## src/rtl/lmho_fifo_pkg.sv

```systemverilog
// rtl/lmho_fifo_pkg.sv - shared constants and helpers for the lmho line FIFO path
package lmho_fifo_pkg;

    localparam int LMHO_LINE_W = 512;

    function automatic int lmho_lanes_w(input int ratio);
        return $clog2(ratio) + 1;
    endfunction

    // A packer ratio must be a whole power of two of at least two beats.
    function automatic bit lmho_ratio_ok(input int in_w, input int out_w);
        int r;
        if (in_w <= 0 || out_w <= 0 || (out_w % in_w) != 0) return 1'b0;
        r = out_w / in_w;
        return (r >= 2) && ((r & (r - 1)) == 0);
    endfunction

endpackage

```

## src/rtl/lmho_line_packer.sv

```systemverilog
// rtl/lmho_line_packer.sv - packs RATIO narrow beats into one wide line for the line FIFO write port
module lmho_line_packer
    import lmho_fifo_pkg::*;
#(
    parameter int  IN_WIDTH  = 32,
    parameter int  OUT_WIDTH = LMHO_LINE_W,
    localparam int RATIO     = OUT_WIDTH / IN_WIDTH,
    localparam int LW        = lmho_lanes_w(RATIO)
) (
    input  logic                 clk,
    input  logic                 resetn,
    input  logic                 s_valid,
    output logic                 s_ready,
    input  logic [IN_WIDTH-1:0]  s_data,
    input  logic                 s_last,
    output logic                 m_winc,
    output logic [OUT_WIDTH-1:0] m_wdata,
    input  logic                 m_wfull,
    output logic [LW-1:0]        m_lanes,
    output logic                 m_last
);

    generate
        if (!lmho_ratio_ok(IN_WIDTH, OUT_WIDTH)) begin : g_bad_ratio
            $error("lmho_line_packer: OUT_WIDTH/IN_WIDTH must be a power of two >= 2");
        end
    endgenerate

    logic [OUT_WIDTH-1:0] acc;
    logic [OUT_WIDTH-1:0] next_line;
    logic [OUT_WIDTH-1:0] out_q;
    logic [LW-1:0]        cnt;
    logic [LW-1:0]        line_lanes;
    logic [LW-1:0]        hold_lanes;
    logic [LW-1:0]        out_lanes;
    logic                 hold_last;
    logic                 out_last;
    logic                 out_valid;
    logic                 acc_hold;
    logic                 fire;
    logic                 complete;
    logic                 drain;
    logic                 slot_free;

    // acc is always zero above lane cnt, so a single lane write yields a clean line.
    always_comb begin
        fire       = s_valid & ~acc_hold;
        drain      = out_valid & ~m_wfull;
        slot_free  = ~out_valid | drain;
        line_lanes = cnt + LW'(1);
        complete   = fire & (s_last | (cnt == LW'(RATIO - 1)));
        next_line  = acc;
        for (int k = 0; k < RATIO; k++) begin
            if (cnt == LW'(k)) begin
                next_line[k*IN_WIDTH +: IN_WIDTH] = s_data;
            end
        end
    end

    always_ff @(posedge clk or negedge resetn) begin
        if (!resetn) begin
            acc        <= '0;
            cnt        <= '0;
            acc_hold   <= 1'b0;
            hold_lanes <= '0;
            hold_last  <= 1'b0;
            out_q      <= '0;
            out_lanes  <= '0;
            out_last   <= 1'b0;
            out_valid  <= 1'b0;
        end else if (acc_hold) begin
            // Input is stalled; the held line moves over on the first drain.
            if (drain) begin
                out_q     <= acc;
                out_lanes <= hold_lanes;
                out_last  <= hold_last;
                out_valid <= 1'b1;
                acc       <= '0;
                acc_hold  <= 1'b0;
            end
        end else if (complete) begin
            cnt <= '0;
            if (slot_free) begin
                out_q     <= next_line;
                out_lanes <= line_lanes;
                out_last  <= s_last;
                out_valid <= 1'b1;
                acc       <= '0;
            end else begin
                acc        <= next_line;
                hold_lanes <= line_lanes;
                hold_last  <= s_last;
                acc_hold   <= 1'b1;
            end
        end else begin
            if (fire) begin
                acc <= next_line;
                cnt <= line_lanes;
            end
            if (drain) begin
                out_valid <= 1'b0;
            end
        end
    end

    assign s_ready = ~acc_hold;
    assign m_winc  = out_valid;
    assign m_wdata = out_q;
    assign m_lanes = out_lanes;
    assign m_last  = out_last;

endmodule

```

## config.mk

```make
export PLATFORM = sky130hd
export DESIGN_NAME = lmho_line_packer
export DESIGN_NICKNAME = d
export VERILOG_FILES = /design/src/rtl/lmho_fifo_pkg.sv /design/src/rtl/lmho_line_packer.sv
export SDC_FILE = /design/constraint.sdc
export NUM_CORES = 2
export LEC_CHECK = 0
export CAP_MARGIN = 30
export CORE_UTILIZATION = 60
export DETAILED_ROUTE_END_ITERATION = 6
export GPL_ROUTABILITY_DRIVEN = 0
export GPL_TIMING_DRIVEN = 1
export PLACE_DENSITY = 0.86
export SETUP_SLACK_MARGIN = 0.02
export SLEW_MARGIN = 20
export SYNTH_ARGS = -nofsm -noshare
export SYNTH_HDL_FRONTEND = slang
export SYNTH_SLANG_ARGS = --single-unit
```

## constraint.sdc

```tcl
create_clock -name clk -period 7 [get_ports clk]
set_clock_uncertainty 0.1 [all_clocks]
set_input_delay 2.1 -clock clk [delete_from_list [all_inputs] [get_ports clk]]
set_output_delay 2.1 -clock clk [all_outputs]
set_load 0.01 [all_outputs]
```

=== Word-level counts from Yosys, hierarchy flattened ===
Cells that the tools add are included.
W data, S select, Z words.

* Bits in registers: 1,043
* Bits in latches: 0
* RAM bits: 0
* ROM bits: 0
* Input bits: 37
* Output and inout bits: 520
* Word-level logic and storage cells: 91
* Memories: 0

* Add/sub/neg operators: 1
* $mul: 0
* Div/mod/pow operators: 0
* $lt $le $gt $ge: 0
* Equality and inequality tests: 17
* Shift-type cells: 0
* Mux-type cells: 44
* Bitwise operators: 9
* Reduce and logical (&&, ||, !) cells: 11

{| class="wikitable"
|+ Operator list
! operator !! number
|-
| $mux W512 || 9
|-
| $mux W32 || 16
|-
| $eq A5 B4 Y1 const B || 8
|-
| $mux W5 || 6
|-
| $eq A5 B3 Y1 const B || 4
|-
| $mux W1 || 13
|-
| $eq A5 B2 Y1 const B || 2
|-
| $reduce_and A3 Y1 || 3
|-
| $reduce_bool A2 Y1 || 4
|-
| $add A5 B1 Y5 const B || 1
|-
| $eq A5 B1 Y1 const B || 1
|-
| $logic_not A5 Y1 || 1
|-
| $not A1 Y1 || 4
|-
| $reduce_and A2 Y1 || 2
|-
| $and A1 B1 Y1 || 3
|-
| $ne A3 B2 Y1 const B || 1
|-
| $reduce_bool A3 Y1 || 1
|-
| $ne A2 B1 Y1 const B || 1
|-
| $or A1 B1 Y1 || 2
|}

=== Depth between registers and ports, before layout ===
* Word-level depth: 6
* Gate-level depth with buffers: 12
* Depth with buffers taken out: 7

=== Worst setup path before layout ===
No wires, ideal clock.

* Path kind: input to register
* Start: input s_last
* End: register acc[100]
* Library setup time: 0.066 ns
* Data arrival time: 3.265 ns
* Data required time: 6.834 ns
* Setup slack: 3.569 ns
* Stages: 6
* Buffers on the path: 2
* Path through: or2_4 -> a21o_4 -> buf_8 -> o21ai_2 -> buf_6 -> a22o_1

* Longest elaborated chain between the ends: 4
* Elaborated cells between the ends (all ways): 6
* Classes of those cells: mux: 2; bitwise: 2; reduce/logical: 2

{| class="wikitable"
|+ Ends and longest elaborated chain
! element !! line !! text
|-
| start: declaration || lmho_line_packer.sv:15 || <nowiki>input logic s_last,</nowiki>
|-
| $or A1 B1 Y1 (*) || lmho_line_packer.sv:51 || <nowiki>complete = fire & (s_last | (cnt == LW'(RATIO - 1)));</nowiki>
|-
| $and A1 B1 Y1 (*) || lmho_line_packer.sv:51 ||
|-
| $reduce_bool A3 Y1 (no source line) or $mux W512 (tied branches) || n/a ||
|-
| $reduce_and A2 Y1 (no source line) or $mux W512 (tied branches) || n/a ||
|-
| end signal: assignment || lmho_line_packer.sv:90 || <nowiki>acc <= next_line;</nowiki>
|-
| end signal: assignment || lmho_line_packer.sv:97 || <nowiki>acc <= next_line;</nowiki>
|-
| end: declaration || lmho_line_packer.sv:29 || <nowiki>logic [OUT_WIDTH-1:0] acc;</nowiki>
|}

Every way passes the cells marked *; elsewhere a longest branch is shown, timed or not.
A chain may end at the register's enable or synchronous reset.

=== Worst setup path in the final report ===
* Start: input s_last
* End: register out_q[292] (netlist: m_wdata[292])

* Longest elaborated chain between the ends: 4

{| class="wikitable"
|+ Ends and longest elaborated chain
! element !! line !! text
|-
| $or A1 B1 Y1 || lmho_line_packer.sv:51 ||
|-
| $and A1 B1 Y1 || lmho_line_packer.sv:51 ||
|-
| $reduce_bool A2 Y1 (no source line) || n/a ||
|-
| $reduce_and A3 Y1 (no source line) || n/a ||
|-
| end signal: assignment || lmho_line_packer.sv:84 || <nowiki>out_q <= next_line;</nowiki>
|-
| end: declaration || lmho_line_packer.sv:31 || <nowiki>logic [OUT_WIDTH-1:0] out_q;</nowiki>
|}

No other way between the ends.

==> flow_metrics.py <==
metrics = {
    "timing": {
        "final_hold_viol_count": 0,
        "min_period_ps": 4226,
        "rsz0062_at_grt": "no",
        "drv_slew": 0,
        "worst_slew_pin_slew_ps": 1090,
        "relSlewSlack_pct": 27.30,
        "worst_slack_ps": 2774,
        "maxClockFrequency_mhz": 236.6,
        "whs_ps": 377.7,
        "setup_violations": 0,
        "period_share_pct": 60.37,
        "setup_tns_ps": 0,
    },
    "critical_path": {
        "r2r_slack_ps": 3430,
        "crit_chain": "clkdlybuf4s50_1, o21a_1, o211ai_4, buf_12, o21ai_0",
        "required_ps": 7370,
        "r2r_start": "cnt[0]",
        "crit_path_start_kind": "primary input",
        "crit_type": "in -> reg",
        "arrival_ps": 4590,
        "critPathMaxFanout": 226,
        "critPathCapture": "m_wdata[292]",
        "path_depth": 5,
        "r2r_end": "m_wdata[292]",
        "reg2regPathDepth": 7,
        "path_delay_family": "compound AO/OA/AOI/OAI gates",
        "cp.buffers_inverters": 2,
        "endpoint_kind": "register",
        "crit_start": "s_last",
        "cpMaxStageDelayCell": "o211ai_4",
        "slowest_delay_ps": 570,
    },
    "clocking": {
        "clock-sinks": 1043,
        "clk_pin_slew_worst_paths_ps": 60,
        "cts_root_buf": "clkbuf_16",
        "cts_resized": 0,
        "post_cts_buffers": 0,
        "cts_buffer_depth": 3,
        "insertion_delay_ps": 650,
        "numCtsBuffers": 102,
        "cts_tree": "built",
        "ctsHtreeMaxLevel": 3,
        "holdBufCountCts": 0,
    },
    "global_route": {
        "antenna_found_initial": 2,
        "grt_usage_pct": 34.31,
        "grt_max_degree": 263,
        "grt_pass1_wl_um": 195100,
        "grt_pass1_vias": 32055,
        "grt-ovfl-total": 0,
    },
    "power_and_ir_drop": {
        "power_leakage_nw": 24.85,
        "p_total_w": 0.01647,
        "clkPwrFrac_pct": 34.3,
        "intPower_w": 0.01135,
        "power_frac_comb_pct": 22.7,
        "power_density_nw_per_um2": 312.6,
        "peakVddDrop_mv": 0.2512,
        "p_sw_share_pct": 31.10,
        "net-switching-power_w": 0.005122,
        "p_seq_share_pct": 43.0,
    },
    "drt": {
        "firstDrtPassIters": 6,
        "met3_length_um": 10920,
        "viasPerCell": 6.353,
        "topRoutingLayerUsed": "met4",
        "drt_iter0_markers": 3509,
        "routedWlPerCell_um": 25.08,
        "remaining_drc_errors": 0,
        "drt_wl_total_um": 126300,
        "vias": 31975,
        "wl_met2_um": 59370,
        "ant_nets": 0,
        "met1_length_um": 50130,
    },
    "synth": {
        "syn_area_per_cell_um2": 12.01,
        "ys_ff_latch": 1043,
        "syn_nets": 3667,
        "yosysMostFrequentCell": "dfrtp_1",
        "ys_seq_area_share_pct": 59.97,
        "synth_commonest_cells": "dfrtp_1 (1043), nand2_1 (540), mux2i_1 (514)",
        "synth.largest_area_cell": "dfrtp_1",
        "synth_top_area_share_pct": 59.97,
        "netlist_top_cells_area": "dfrtp_1 (60%), mux2i_1 (12%), a22o_1 (10%)",
        "ys.flop_type": "dfrtp_1",
        "synth_cell_types": 49,
        "yosysWarningCount": 0,
        "async_flop_share_pct": 100.0,
        "synth_edf_count": 0,
        "synthesis.area_um2": 43520,
        "synthCells": 3625,
    },
    "die": {
        "die_area_um2": 73620,
        "core-area_um2": 71610,
        "pin_count": 557,
        "fp.dieH_um": 271.3,
        "die_width_um": 271.3,
        "rows": 98,
        "start_util_pct": 60.78,
    },
    "placement": {
        "port-buffer-count": 556,
        "dp_hpwl_um": 76270,
        "pre_cts_slack_ps": 2190,
        "dpl-instance-area_um2": 49130,
    },
    "cells_and_area": {
        "syn2layout_area_growth_pct": 21.07,
        "drive_above_1_share_pct": 7.939,
        "nets": 4040,
        "fill_cells": 4530,
        "stdcell_area_um2": 52690,
    },
    "worst_hold_path": {
        "hold_path.class": "reg -> reg",
    },
    "job": {
        "maxCapViolations": 0,
    },
    "run_status": {
        "status": "finished, final reports clean",
    },
}
flip-flops by register name, summed over array words and instances (netlist names):
name        flops
acc           512
cnt             5
m_wdata       512
m_lanes         5
hold_last       1
m_last          1
hold_lanes      5
acc_hold        1
m_winc          1
power groups by stage:
| stage | Clock (W) | Sequential [W] | Combinational, W |
|---|---|---|---|
| after floorplan | 0 | 0.00719 | 0.00209 |
| after global placement | 0 | 0.00715 | 0.00347 |
| after detailed placement | 0 | 0.00717 | 0.00365 |
| after CTS | 0.00569 | 0.00707 | 0.00369 |
| after global routing | 0.00593 | 0.00713 | 0.00400 |
| final | 0.00565 | 0.00708 | 0.00374 |
stage by stage:
step,utilization [%],cells
2_1_floorplan,-,3625
6_report,73.58,5033
5_1_grt,73.58,5033
3_3_place_gp,68.27,4830
3_5_place_dp,68.61,4840
4_1_cts,73.42,5027
layout by cell type, fill, tap and decap left out, drive strengths merged, types with 2 or more instances in the layout:
| master | Yosys | layout |
|---|---|---|
| a21oi | 5 | 5 |
| a22o | 513 | 513 |
| and2 | 5 | 5 |
| and3 | 6 | 6 |
| and3b | 2 | 2 |
| buf | 212 | 95 |
| bufinv | 0 | 10 |
| clkbuf | 162 | 143 |
| clkdlybuf4s50 | 0 | 548 |
| clkinv | 0 | 30 |
| clkinvlp | 0 | 3 |
| dfrtp | 1043 | 1043 |
| diode | 0 | 2 |
| ha | 5 | 5 |
| inv | 7 | 8 |
| mux2i | 514 | 514 |
| nand2 | 543 | 543 |
| nand2b | 3 | 3 |
| nand3 | 2 | 2 |
| nand3b | 5 | 5 |
| nor2 | 19 | 19 |
| nor2b | 3 | 3 |
| nor3 | 12 | 12 |
| nor3b | 4 | 4 |
| o21a | 2 | 2 |
| o21ai | 544 | 544 |
| o22ai | 2 | 2 |
| or3b | 4 | 4 |
logic make-up after synthesis:
logic type	after synthesis	share of synthesized area, %
AOI/OAI and AO/OA	1068	17.02
DFF	1043	59.97
and+or+nand+nor	611	6.048
muxes	515	11.85
buffers and inverters	381	4.939
adders and majority gates	5	0.1437
xor gates and xnor gates	2	0.04025
layout make-up:
type	instances	area (um^2)	area share, %
antenna	2	5.005	0.009498
clock buffer	143	2927	5.554
clock inverter	44	519.2	0.9854
inverter	7	26.28	0.04986
multi-input combinational	2201	15370	29.18
sequential	1043	26100	49.53
tap	950	1189	2.256
timing repair buffer	643	6554	12.44
tightest hold or removal path: cells and delay by family, from the launching register on:
family	cells	cell delay [ps]
flops	1	340
compound gates	1	60
simple gates	1	40
how the worst min path moves through the flow:
| stage | cells after the start | slack (ps) | to | start |
|---|---|---|---|---|
| detailed placement | 2 | 370 | m_wdata[79] | m_wdata[79] |
| global placement | 2 | 360 | hold_last | hold_last |
| CTS | 2 | 380 | m_wdata[327] | m_wdata[327] |
| finish | 2 | 380 | m_wdata[88] | m_wdata[88] |
| global route | 2 | 400 | hold_lanes[2] | hold_lanes[2] |
| floorplan | 2 | 350 | hold_last | hold_last |
layer usage:
| layer | up-vias | GRT usage, % |
|---|---|---|
| met2 | 1731 | 53.17 |
| met3 | 356 | 6.387 |
| met4 | 0 | 16.25 |
| met5 | - | 0 |
| met1 | 16247 | 47.25 |
| li1 | 13641 | - |
(Power assumes the default switching activity.)
